[src/rtl/csr_uart_fifo.sv]
// FIFO-buffered 8N1 UART on the CSR bus: data CSR at BASE_ADDR, status/control at BASE_ADDR+1,
// fixed baud divider, overrun/framing flags and a level interrupt.
module csr_uart_fifo #(
  parameter logic [11:0] BASE_ADDR     = 12'hbc0,
  parameter int          CLOCK_RATE    = 12_000_000,
  parameter int          BAUD_RATE     = 115200,
  parameter int          TX_DEPTH_LOG2 = 3,
  parameter int          RX_DEPTH_LOG2 = 3
) (
  input  logic        clk,
  input  logic        rstn,
  input  logic        read,
  input  logic [2:0]  modify,
  input  logic [31:0] wdata,
  input  logic [11:0] addr,
  output logic [31:0] rdata,
  output logic        valid,
  input  logic        rx,
  output logic        tx,
  output logic        irq
);
  localparam logic [15:0] CLOCK_DIV = 16'(CLOCK_RATE / BAUD_RATE);
  localparam int TXW = TX_DEPTH_LOG2;
  localparam int RXW = RX_DEPTH_LOG2;
  localparam int TXC = TX_DEPTH_LOG2 + 1;
  localparam int RXC = RX_DEPTH_LOG2 + 1;
  localparam int TX_N = 2 ** TX_DEPTH_LOG2;
  localparam int RX_N = 2 ** RX_DEPTH_LOG2;
  localparam logic [TXC-1:0] TX_FULL_CNT = {1'b1, {TXW{1'b0}}};
  localparam logic [RXC-1:0] RX_FULL_CNT = {1'b1, {RXW{1'b0}}};

  typedef enum logic [1:0] {S_IDLE, S_START, S_DATA, S_STOP} uart_state_e;

  logic [7:0]     tx_mem_q [TX_N];
  logic [7:0]     tx_mem_d [TX_N];
  logic [7:0]     rx_mem_q [RX_N];
  logic [7:0]     rx_mem_d [RX_N];
  logic [TXW-1:0] tx_wptr_q, tx_wptr_d, tx_rptr_q, tx_rptr_d;
  logic [RXW-1:0] rx_wptr_q, rx_wptr_d, rx_rptr_q, rx_rptr_d;
  logic [TXC-1:0] tx_count_q, tx_count_d;
  logic [RXC-1:0] rx_count_q, rx_count_d;
  uart_state_e    tx_state_q, tx_state_d, rx_state_q, rx_state_d;
  logic [15:0]    tx_cnt_q, tx_cnt_d, rx_cnt_q, rx_cnt_d;
  logic [2:0]     tx_bit_q, tx_bit_d, rx_bit_q, rx_bit_d;
  logic [7:0]     tx_shift_q, tx_shift_d, rx_shift_q, rx_shift_d;
  logic           tx_q, tx_d, rx_s1_q, rx_s1_d, rx_s2_q, rx_s2_d;
  logic           rx_ferr_wait_q, rx_ferr_wait_d;
  logic           overrun_q, overrun_d, frame_err_q, frame_err_d;
  logic           ie_tx_q, ie_tx_d, ie_rx_q, ie_rx_d;
  logic [31:0]    rdata_q, rdata_d;
  logic           valid_q, valid_d, irq_q, irq_d;

  logic data_hit_s, stat_hit_s, tx_empty_s, tx_full_s, rx_empty_s, rx_full_s, tx_busy_s;
  logic tx_push_s, tx_pop_s, rx_push_s, rx_pop_s, rx_wr_s;
  logic [7:0] rx_head_s;
  logic unused_s;

  assign unused_s   = ^{read, wdata[31:8]};
  assign data_hit_s = (addr == BASE_ADDR);
  assign stat_hit_s = (addr == BASE_ADDR + 12'd1);
  assign tx_empty_s = (tx_count_q == {TXC{1'b0}});
  assign tx_full_s  = (tx_count_q == TX_FULL_CNT);
  assign rx_empty_s = (rx_count_q == {RXC{1'b0}});
  assign rx_full_s  = (rx_count_q == RX_FULL_CNT);
  assign tx_busy_s  = (tx_state_q != S_IDLE);
  assign rx_head_s  = rx_empty_s ? 8'd0 : rx_mem_q[rx_rptr_q];

  // Next-state logic: TX engine, CSR decode, RX engine, FIFO bookkeeping, read data and irq.
  always_comb begin
    tx_mem_d = tx_mem_q;  rx_mem_d = rx_mem_q;
    tx_wptr_d = tx_wptr_q; tx_rptr_d = tx_rptr_q; tx_count_d = tx_count_q;
    rx_wptr_d = rx_wptr_q; rx_rptr_d = rx_rptr_q; rx_count_d = rx_count_q;
    tx_state_d = tx_state_q; tx_cnt_d = tx_cnt_q; tx_bit_d = tx_bit_q; tx_shift_d = tx_shift_q;
    rx_state_d = rx_state_q; rx_cnt_d = rx_cnt_q; rx_bit_d = rx_bit_q; rx_shift_d = rx_shift_q;
    tx_d = tx_q; rx_s1_d = rx; rx_s2_d = rx_s1_q; rx_ferr_wait_d = rx_ferr_wait_q;
    overrun_d = overrun_q; frame_err_d = frame_err_q; ie_tx_d = ie_tx_q; ie_rx_d = ie_rx_q;
    tx_push_s = 1'b0; tx_pop_s = 1'b0; rx_push_s = 1'b0; rx_pop_s = 1'b0; rx_wr_s = 1'b0;

    // The stop bit holds CLOCK_DIV-1 cycles in STOP; the IDLE cycle supplies the last one.
    case (tx_state_q)
      S_IDLE: begin
        tx_d = 1'b1;
        if (!tx_empty_s) begin
          tx_pop_s   = 1'b1;
          tx_shift_d = tx_mem_q[tx_rptr_q];
          tx_d       = 1'b0;
          tx_cnt_d   = CLOCK_DIV - 16'd1;
          tx_state_d = S_START;
        end else begin
          tx_state_d = S_IDLE;
        end
      end
      S_START: begin
        if (tx_cnt_q == 16'd0) begin
          tx_d = tx_shift_q[0]; tx_bit_d = 3'd0; tx_cnt_d = CLOCK_DIV - 16'd1; tx_state_d = S_DATA;
        end else begin
          tx_cnt_d = tx_cnt_q - 16'd1;
        end
      end
      S_DATA: begin
        if (tx_cnt_q == 16'd0) begin
          if (tx_bit_q == 3'd7) begin
            tx_d = 1'b1; tx_cnt_d = CLOCK_DIV - 16'd2; tx_state_d = S_STOP;
          end else begin
            tx_shift_d = {1'b0, tx_shift_q[7:1]};
            tx_d       = tx_shift_q[1];
            tx_bit_d   = tx_bit_q + 3'd1;
            tx_cnt_d   = CLOCK_DIV - 16'd1;
          end
        end else begin
          tx_cnt_d = tx_cnt_q - 16'd1;
        end
      end
      S_STOP: begin
        if (tx_cnt_q == 16'd0) begin
          tx_state_d = S_IDLE;
        end else begin
          tx_cnt_d = tx_cnt_q - 16'd1;
        end
      end
      default: begin
        tx_d = 1'b1; tx_state_d = S_IDLE;
      end
    endcase

    if (data_hit_s) begin
      case (modify)
        3'b001:  tx_push_s = !tx_full_s || tx_pop_s;
        3'b010:  rx_pop_s  = !rx_empty_s;
        default: begin end
      endcase
    end else if (stat_hit_s) begin
      case (modify)
        3'b001: begin
          ie_tx_d = wdata[1]; ie_rx_d = wdata[0];
        end
        3'b011: begin
          overrun_d   = wdata[3] ? 1'b0 : overrun_q;
          frame_err_d = wdata[4] ? 1'b0 : frame_err_q;
        end
        default: begin end
      endcase
    end else begin
      tx_push_s = 1'b0;
    end

    // Flag events from the line take priority over a same-cycle software clear.
    case (rx_state_q)
      S_IDLE: begin
        if (!rx_s2_q) begin
          rx_state_d = S_START; rx_cnt_d = CLOCK_DIV >> 1;
        end else begin
          rx_state_d = S_IDLE;
        end
      end
      S_START: begin
        if (rx_cnt_q == 16'd0) begin
          if (!rx_s2_q) begin
            rx_state_d = S_DATA; rx_cnt_d = CLOCK_DIV - 16'd1; rx_bit_d = 3'd0;
          end else begin
            rx_state_d = S_IDLE;
          end
        end else begin
          rx_cnt_d = rx_cnt_q - 16'd1;
        end
      end
      S_DATA: begin
        if (rx_cnt_q == 16'd0) begin
          rx_shift_d = {rx_s2_q, rx_shift_q[7:1]};
          rx_cnt_d   = CLOCK_DIV - 16'd1;
          if (rx_bit_q == 3'd7) begin
            rx_state_d = S_STOP;
          end else begin
            rx_bit_d = rx_bit_q + 3'd1;
          end
        end else begin
          rx_cnt_d = rx_cnt_q - 16'd1;
        end
      end
      S_STOP: begin
        if (rx_cnt_q != 16'd0) begin
          rx_cnt_d = rx_cnt_q - 16'd1;
        end else if (rx_s2_q) begin
          rx_push_s = !rx_ferr_wait_q; rx_ferr_wait_d = 1'b0; rx_state_d = S_IDLE;
        end else begin
          frame_err_d = 1'b1; rx_ferr_wait_d = 1'b1;
        end
      end
      default: begin
        rx_state_d = S_IDLE;
      end
    endcase

    rx_wr_s   = rx_push_s && (!rx_full_s || rx_pop_s);
    overrun_d = (rx_push_s && !rx_wr_s) ? 1'b1 : overrun_d;

    if (tx_push_s) begin
      tx_mem_d[tx_wptr_q] = wdata[7:0];
      tx_wptr_d = tx_wptr_q + TXW'(1'b1);
    end else begin
      tx_wptr_d = tx_wptr_q;
    end
    tx_rptr_d = tx_pop_s ? tx_rptr_q + TXW'(1'b1) : tx_rptr_q;
    case ({tx_push_s, tx_pop_s})
      2'b10:   tx_count_d = tx_count_q + TXC'(1'b1);
      2'b01:   tx_count_d = tx_count_q - TXC'(1'b1);
      default: tx_count_d = tx_count_q;
    endcase

    if (rx_wr_s) begin
      rx_mem_d[rx_wptr_q] = rx_shift_q;
      rx_wptr_d = rx_wptr_q + RXW'(1'b1);
    end else begin
      rx_wptr_d = rx_wptr_q;
    end
    rx_rptr_d = rx_pop_s ? rx_rptr_q + RXW'(1'b1) : rx_rptr_q;
    case ({rx_wr_s, rx_pop_s})
      2'b10:   rx_count_d = rx_count_q + RXC'(1'b1);
      2'b01:   rx_count_d = rx_count_q - RXC'(1'b1);
      default: rx_count_d = rx_count_q;
    endcase

    valid_d = data_hit_s || stat_hit_s;
    if (data_hit_s) begin
      rdata_d = {22'd0, tx_full_s, rx_empty_s, rx_head_s};
    end else if (stat_hit_s) begin
      rdata_d = {8'd0, 8'(tx_count_q), 8'(rx_count_q), 3'd0,
                 frame_err_q, overrun_q, tx_busy_s, ie_tx_q, ie_rx_q};
    end else begin
      rdata_d = 32'd0;
    end
    irq_d = (ie_rx_q && !rx_empty_s) || (ie_tx_q && tx_empty_s && !tx_busy_s);
  end

  // FIFO storage needs no reset: the pointers and counts define what is valid.
  always_ff @(posedge clk) begin
    tx_mem_q <= tx_mem_d;
    rx_mem_q <= rx_mem_d;
  end

  // Control and status registers with synchronous active-low reset.
  always_ff @(posedge clk) begin
    if (!rstn) begin
      tx_wptr_q <= '0; tx_rptr_q <= '0; tx_count_q <= '0;
      rx_wptr_q <= '0; rx_rptr_q <= '0; rx_count_q <= '0;
      tx_state_q <= S_IDLE; tx_cnt_q <= 16'd0; tx_bit_q <= 3'd0; tx_shift_q <= 8'd0;
      rx_state_q <= S_IDLE; rx_cnt_q <= 16'd0; rx_bit_q <= 3'd0; rx_shift_q <= 8'd0;
      tx_q <= 1'b1; rx_s1_q <= 1'b1; rx_s2_q <= 1'b1; rx_ferr_wait_q <= 1'b0;
      overrun_q <= 1'b0; frame_err_q <= 1'b0; ie_tx_q <= 1'b0; ie_rx_q <= 1'b0;
      rdata_q <= 32'd0; valid_q <= 1'b0; irq_q <= 1'b0;
    end else begin
      tx_wptr_q <= tx_wptr_d; tx_rptr_q <= tx_rptr_d; tx_count_q <= tx_count_d;
      rx_wptr_q <= rx_wptr_d; rx_rptr_q <= rx_rptr_d; rx_count_q <= rx_count_d;
      tx_state_q <= tx_state_d; tx_cnt_q <= tx_cnt_d; tx_bit_q <= tx_bit_d; tx_shift_q <= tx_shift_d;
      rx_state_q <= rx_state_d; rx_cnt_q <= rx_cnt_d; rx_bit_q <= rx_bit_d; rx_shift_q <= rx_shift_d;
      tx_q <= tx_d; rx_s1_q <= rx_s1_d; rx_s2_q <= rx_s2_d; rx_ferr_wait_q <= rx_ferr_wait_d;
      overrun_q <= overrun_d; frame_err_q <= frame_err_d; ie_tx_q <= ie_tx_d; ie_rx_q <= ie_rx_d;
      rdata_q <= rdata_d; valid_q <= valid_d; irq_q <= irq_d;
    end
  end

  assign rdata = rdata_q;
  assign valid = valid_q;
  assign tx    = tx_q;
  assign irq   = irq_q;
endmodule

[config.mk]
export PLATFORM = sky130hd
export DESIGN_NAME = csr_uart_fifo
export DESIGN_NICKNAME = d
export VERILOG_FILES = /design/src/rtl/csr_uart_fifo.sv
export SDC_FILE = /design/constraint.sdc
export NUM_CORES = 1
export LEC_CHECK = 0
export ABC_AREA = 1
export CORE_ASPECT_RATIO = 1.1
export CORE_MARGIN = 2
export CORE_UTILIZATION = 57
export DETAILED_ROUTE_END_ITERATION = 10
export GPL_TIMING_DRIVEN = 0
export PLACE_DENSITY = 0.79
export SLEW_MARGIN = 20
export SYNTH_ARGS = -nofsm -noshare
export SYNTH_HDL_FRONTEND = slang
export SYNTH_SLANG_ARGS = --single-unit
[constraint.sdc]
create_clock -name clk -period 2.7 [get_ports clk]
set_input_delay 0.54 -clock clk [delete_from_list [all_inputs] [get_ports clk]]
set_output_delay 0.54 -clock clk [all_outputs]
set_load 0.005 [all_outputs]
# Word-level counts from Yosys, hierarchy flattened
# Cells that the tools add are included.
[totals] ff_bits=232 input_bits=51 output_inout_bits=35
[op_classes] add_sub_neg=12 magnitude_cmp=6 n_eq_ne=37 muxes=83 bitwise=8 n_reduce_logical=47
[ops] operator="2-to-1 mux 16 bit" n=9
[ops] operator="bitwise mux 64 bit" n=2
[ops] operator="case mux 16 bit (4 select lines)" n=2
[ops] operator="2-to-1 mux 8 bit" n=10
[ops] operator="binary-select mux 8 bit (select 3 bit)" n=2
[ops] operator="demux 8 bit (select 3 bit)" n=2
[ops] operator="logical NOT 16 bit" n=2
[ops] operator="inequality test 2 bit (second input constant)" n=16
[ops] operator="subtractor 16 x 1 -> 16 bit (second input constant)" n=2
[ops] operator="2-to-1 mux 1 bit" n=29
[ops] operator="== test 12 bit (second input constant)" n=2
[ops] operator="2-to-1 mux 3 bit" n=7
[ops] operator="2-to-1 mux 10 bit" n=2
[ops] operator="2-to-1 mux 2 bit" n=10
[ops] operator="adder 3 x 1 -> 3 bit (second input constant)" n=6
[ops] operator="nonzero test 2 bit" n=9
[ops] operator=">= comparator 4 bit (second input constant)" n=4
[ops] operator="NOT 3 -> 4 bit" n=4
[ops] operator="case mux 2 bit (4 select lines)" n=2
[ops] operator="case mux 4 bit (2 select lines)" n=2
[ops] operator="case mux 8 bit (2 select lines)" n=1
[ops] operator="AND reduction 4 bit" n=4
[ops] operator="nonzero test 16 bit" n=1
[ops] operator="== test 2 bit (second input constant)" n=6
[ops] operator="other kinds (23)" n=57

# Logic depth before layout (Yosys ltp)
[depth] depth_word=10 ltp_mapped=20 mapped_depth_nobuf=20

# Worst setup path before layout
# OpenSTA, ideal clock, no wires.
[synth_timing] path_kind="input to register" start="input port addr[5]" end="register tx_count_q[2]" setup_time_ps=115 arrival_ps=2256 required_ps=2585 slack_ps=328 path_stages=13 path_cell_list="nor2_1 > nand3_1 > nor2_1 > nand2_1 > nor3_2 > inv_1 > ha_1 > xor2_1 > ha_1 > a21oi_1 > xnor2_1 > o21ai_0 > inv_1"
[synth_between] elab_chain_len=4 elab_cells_between_ends=6 cone_classes="3 x eq/ne; 2 x mux; 1 x reduce/logical"
[synth_lines] element="start: declaration" line_no="15" rtl="input logic [11:0] addr,"
[synth_lines] element="== test 12 bit *" line_no="59" rtl="assign data_hit_s = (addr == BASE_ADDR);"
[synth_lines] element="2-to-1 mux 1 bit *" line_no="126" rtl="if (data_hit_s) begin"
[synth_lines] element="== test 2 x 1 -> 1 bit or == test 2 bit (tied branches)" line_no="204" rtl="case ({tx_push_s, tx_pop_s})"
[synth_lines] element="case mux 4 bit (2 select lines) or nonzero test 2 bit (tied branches)"
[synth_lines] element="end signal: assignment" line_no="252" rtl="tx_wptr_q <= tx_wptr_d; tx_rptr_q <= tx_rptr_d; tx_count_q <= tx_count_d;"
[synth_lines] element="end: declaration" line_no="40" rtl="logic [TXC-1:0] tx_count_q, tx_count_d;"
# Every way passes the cells marked *; elsewhere a longest branch is shown, timed or not.
# A chain may end at the register's enable or synchronous reset.

# Worst setup path in the final report
[layout_timing] start="input port addr[3]" end="register tx_count_q[3]"
# Same word-level chain as after synthesis.

==> impl_results.md <==
- Worst slew margin: 0.4517
- Hold Path Class: reg2reg
- Min Tclk post-route: 2524 ps
- CTS tree: done
- Met3 routed WL: 1.905 mm
- H-tree Lvls: 1
- CP peak stage delay: 430 ps
- CP max stage cell: clkdlybuf4s50_1
- Share of layout cells above drive strength 1: 0.1126
- Seq/Total Area, Yosys: 0.5572
- Status: finished, final reports clean
- Clk Latency, worst-skew pair: 500 ps
- Routed Antenna Nets: 0
- DRT Wirelength: 25.14 mm
- # setup viols final: 0
- Inst Count DP: 1483
- Switching Power: 3.372 mW
- Internal: 6.542 mW
- Final max-slew violation count: 0
- Skew final: 7.998 ps
- Die Wd: 134.2 um
- Synthesized cell area: 0.01063 mm^2
- Number of antenna violations at the first check in global routing: 0
- Layout fillers: 1408
- Crit path max-delay family: simple AND/OR/NAND/NOR gates
- Yosys top cell by area: edfxtp_1
- Ant. Diodes: 0
- Crit path buf inv count: 2
- Area taken by multi-input logic gates: 0.004200 mm^2
- Startpoint types: input pin
- Fin cells: 1522
- Mapped Cells: 1178
- CP Class: in2reg
- Maximum fanout along the worst path: 5
- Clock slew at reported path FFs: 60 ps
- Io pins: 86
- Largest net degree at the start of global routing: 15
- Hold Fails Final Rpt: 0
- Hold WS: 415.0 ps
- Die area: 0.01977 mm^2
- Synth top area share: 0.3615
- Drt first pass iters: 7
- Initial drt markers: 763
- Nets: 1342
- WL/cell: 16.52 um
- Top post-synthesis cells by area: edfxtp_1 36%, dfxtp_1 20%, nand2_1 7.2%
- Fin crit share: 0.9349
- M1 WL: 10.27 mm
- GRT overflow: 0
- Die Y-Extent: 147.3 um
- Setup TNS: 0 ps
- Worst slack at placement: -527.6 ps
- Critical path cell sequence: clkdlybuf4s50_1 -> nor2_1 -> nor3b_4 -> nand2_2 -> nor3_4 -> inv_1 -> ha_2 -> xor2_1 -> nand3_1 -> a21oi_1 -> o21ai_0 -> o21ai_0 -> a21oi_1
- Top_reg_cell synth: edfxtp_1
- Most common cell after layout, fill and taps aside: nand2_1
- Tightest Pin Transition: 818.1 ps
- Drt drc: 0
- Vias/cell: 5.535
- Library cells used by synthesis: 51
- Core Rows: 52
- EDFF count, synth: 128
- Peak Freq: 0.3962 GHz
- WP data required: 3090 ps
- Vias in the first global route: 7963
- Comb power frac: 0.286
- Detailed placement HPWL: 17.49 mm
- Global placement routability congestion: 0.8734
- PwrDens: 804.3 mW/mm^2
- TritonCTS Buffers: 23
- Arrival time at the worst endpoint: 2910 ps
- Sw frac: 0.3401
- Max-cap violations: 0
- # Post-CTS Setup Buffers: 0
- Clock buffer depth: 3
- Max VDD drop: 0.5849 mV
- Port Buffer Count: 43
- Seq. cell area: 0.005926 mm^2
- Post-layout util: 0.6718
- Most frequent cells in the layout: 204 x nand2_1, 159 x nor2_1, 128 x edfxtp_1, 112 x inv_1, 110 x o21ai_0
- Area delta synth->final: 15.92%
- Lkg Pwr: 4.845 nW
- DR vias: 8424
- CTS sink count: 232
- Setup crit end kind: register
- First-pass GRT wire length: 39.90 mm
- Initial Utilization: 0.5796
- Syn avg cell area: 9.027 um^2
- CTS root buffer: clkbuf_16
- Metal2 WL: 12.21 mm
- Post-synth ARST share: 0
- Synth warn: 0
- Worst Slack Setup Final: 175.8 ps
- DR top layer: met4
- Core ar.: 0.01835 mm^2
- Clock power share: 0.302
- Flop pwr share: 0.411
- Total GRT Usage: 0.2522
- Yosys reg bits: 232
routing by layer:
| layer | vias up | global-route usage |
|---|---|---|
| met2 | 332 | 0.4196 |
| met3 | 54 | 0.03037 |
| met4 | 0 | 0.1021 |
| met5 | - | 0 |
| li1 | 4112 | - |
| met1 | 3926 | 0.3376 |
power groups by stage:
stage	clock network (mW)	registers, mW	logic (mW)
global placement	0	4.14	2.66
finish	3.00	4.08	2.84
detailed placement	0	4.15	2.74
CTS	3.01	4.08	2.77
floorplan	0	4.10	2.09
global route	3.14	4.10	3.21
kinds of logic (layout without fill, tap and decap cells):
kind of cell,after synthesis,in the layout,share of synthesized area
buf+inv,173,259,0.06977
flops,232,232,0.5572
simple gates,513,513,0.2166
fa+ha+maj,27,27,0.03247
other cells,1,16,0.0003526
xor+xnor,17,17,0.01400
compound gates,215,215,0.1095
state kept, by name, indices dropped and copies added, names as in the netlist, 2 cells and up, named ones only:
register,flops
rdata,16
rx_bit_q,3
rx_cnt_q,16
rx_count_q,4
rx_mem_q,64
rx_rptr_q,3
rx_shift_q,8
rx_wptr_q,3
tx_bit_q,3
tx_cnt_q,16
tx_count_q,4
tx_mem_q,64
tx_rptr_q,3
tx_shift_q,8
tx_state_q,2
tx_wptr_q,3
final timing paths:
check,start,endpoint,slack (ps),cells after the start
worst max-delay path,addr[3],tx_count_q[3],180,13
worst min-delay path,rx_s1_q,rx_s2_q,410,1
worst max register to register,rx_cnt_q[0],rx_mem_q[35],210,13
worst min register to register,rx_s1_q,rx_s2_q,410,1
synth_stat cells (2+ instances only):
cell	instances
nor4_2	2
o22ai_1	15
a31oi_1	3
nor2_1	161
xnor2_1	4
xor2_1	13
a21oi_2	3
nor3_1	30
nor2_2	9
ha_1	26
o221ai_1	7
nand4_1	6
o21ai_0	110
nand2_2	6
nand3_4	2
nand2_4	2
buf_4	16
nand2_1	205
clkbuf_1	21
nor3_2	3
inv_2	9
nand3_2	8
buf_2	8
or2_2	4
o21ai_1	16
dfxtp_1	104
nand3_1	67
clkinv_1	2
a21oi_1	54
nor2_4	3
edfxtp_1	128
inv_1	112
through the flow:
stage	total power, mW	cell area, um^2
4_1_cts	9.858	12230
5_1_grt	10.45	12330
3_5_place_dp	6.884	11530
6_report	9.914	12330
3_3_place_gp	6.798	11420
2_1_floorplan	6.197	10690
final cells by class:
| class | instances | share of cell area |
|---|---|---|
| Multi-Input combinational cell | 788 | 0.3407 |
| Timing Repair Buffer | 47 | 0.03735 |
| Inverter | 125 | 0.03888 |
| Tap cell | 243 | 0.02467 |
| Clock buffer | 30 | 0.04963 |
| Buffer | 47 | 0.02101 |
| Clock inverter | 10 | 0.007004 |
| Sequential cell | 232 | 0.4807 |
repair_timing:
item,4_1_cts,5_1_grt
hold buffers,0,0
gates cloned,0,0
endpoints found under the setup margin,1,66
hold endpoints to repair,0,0
pin swaps,0,1
resized for setup,1,18
No activity file was read; power rests on OpenSTA's default activity.
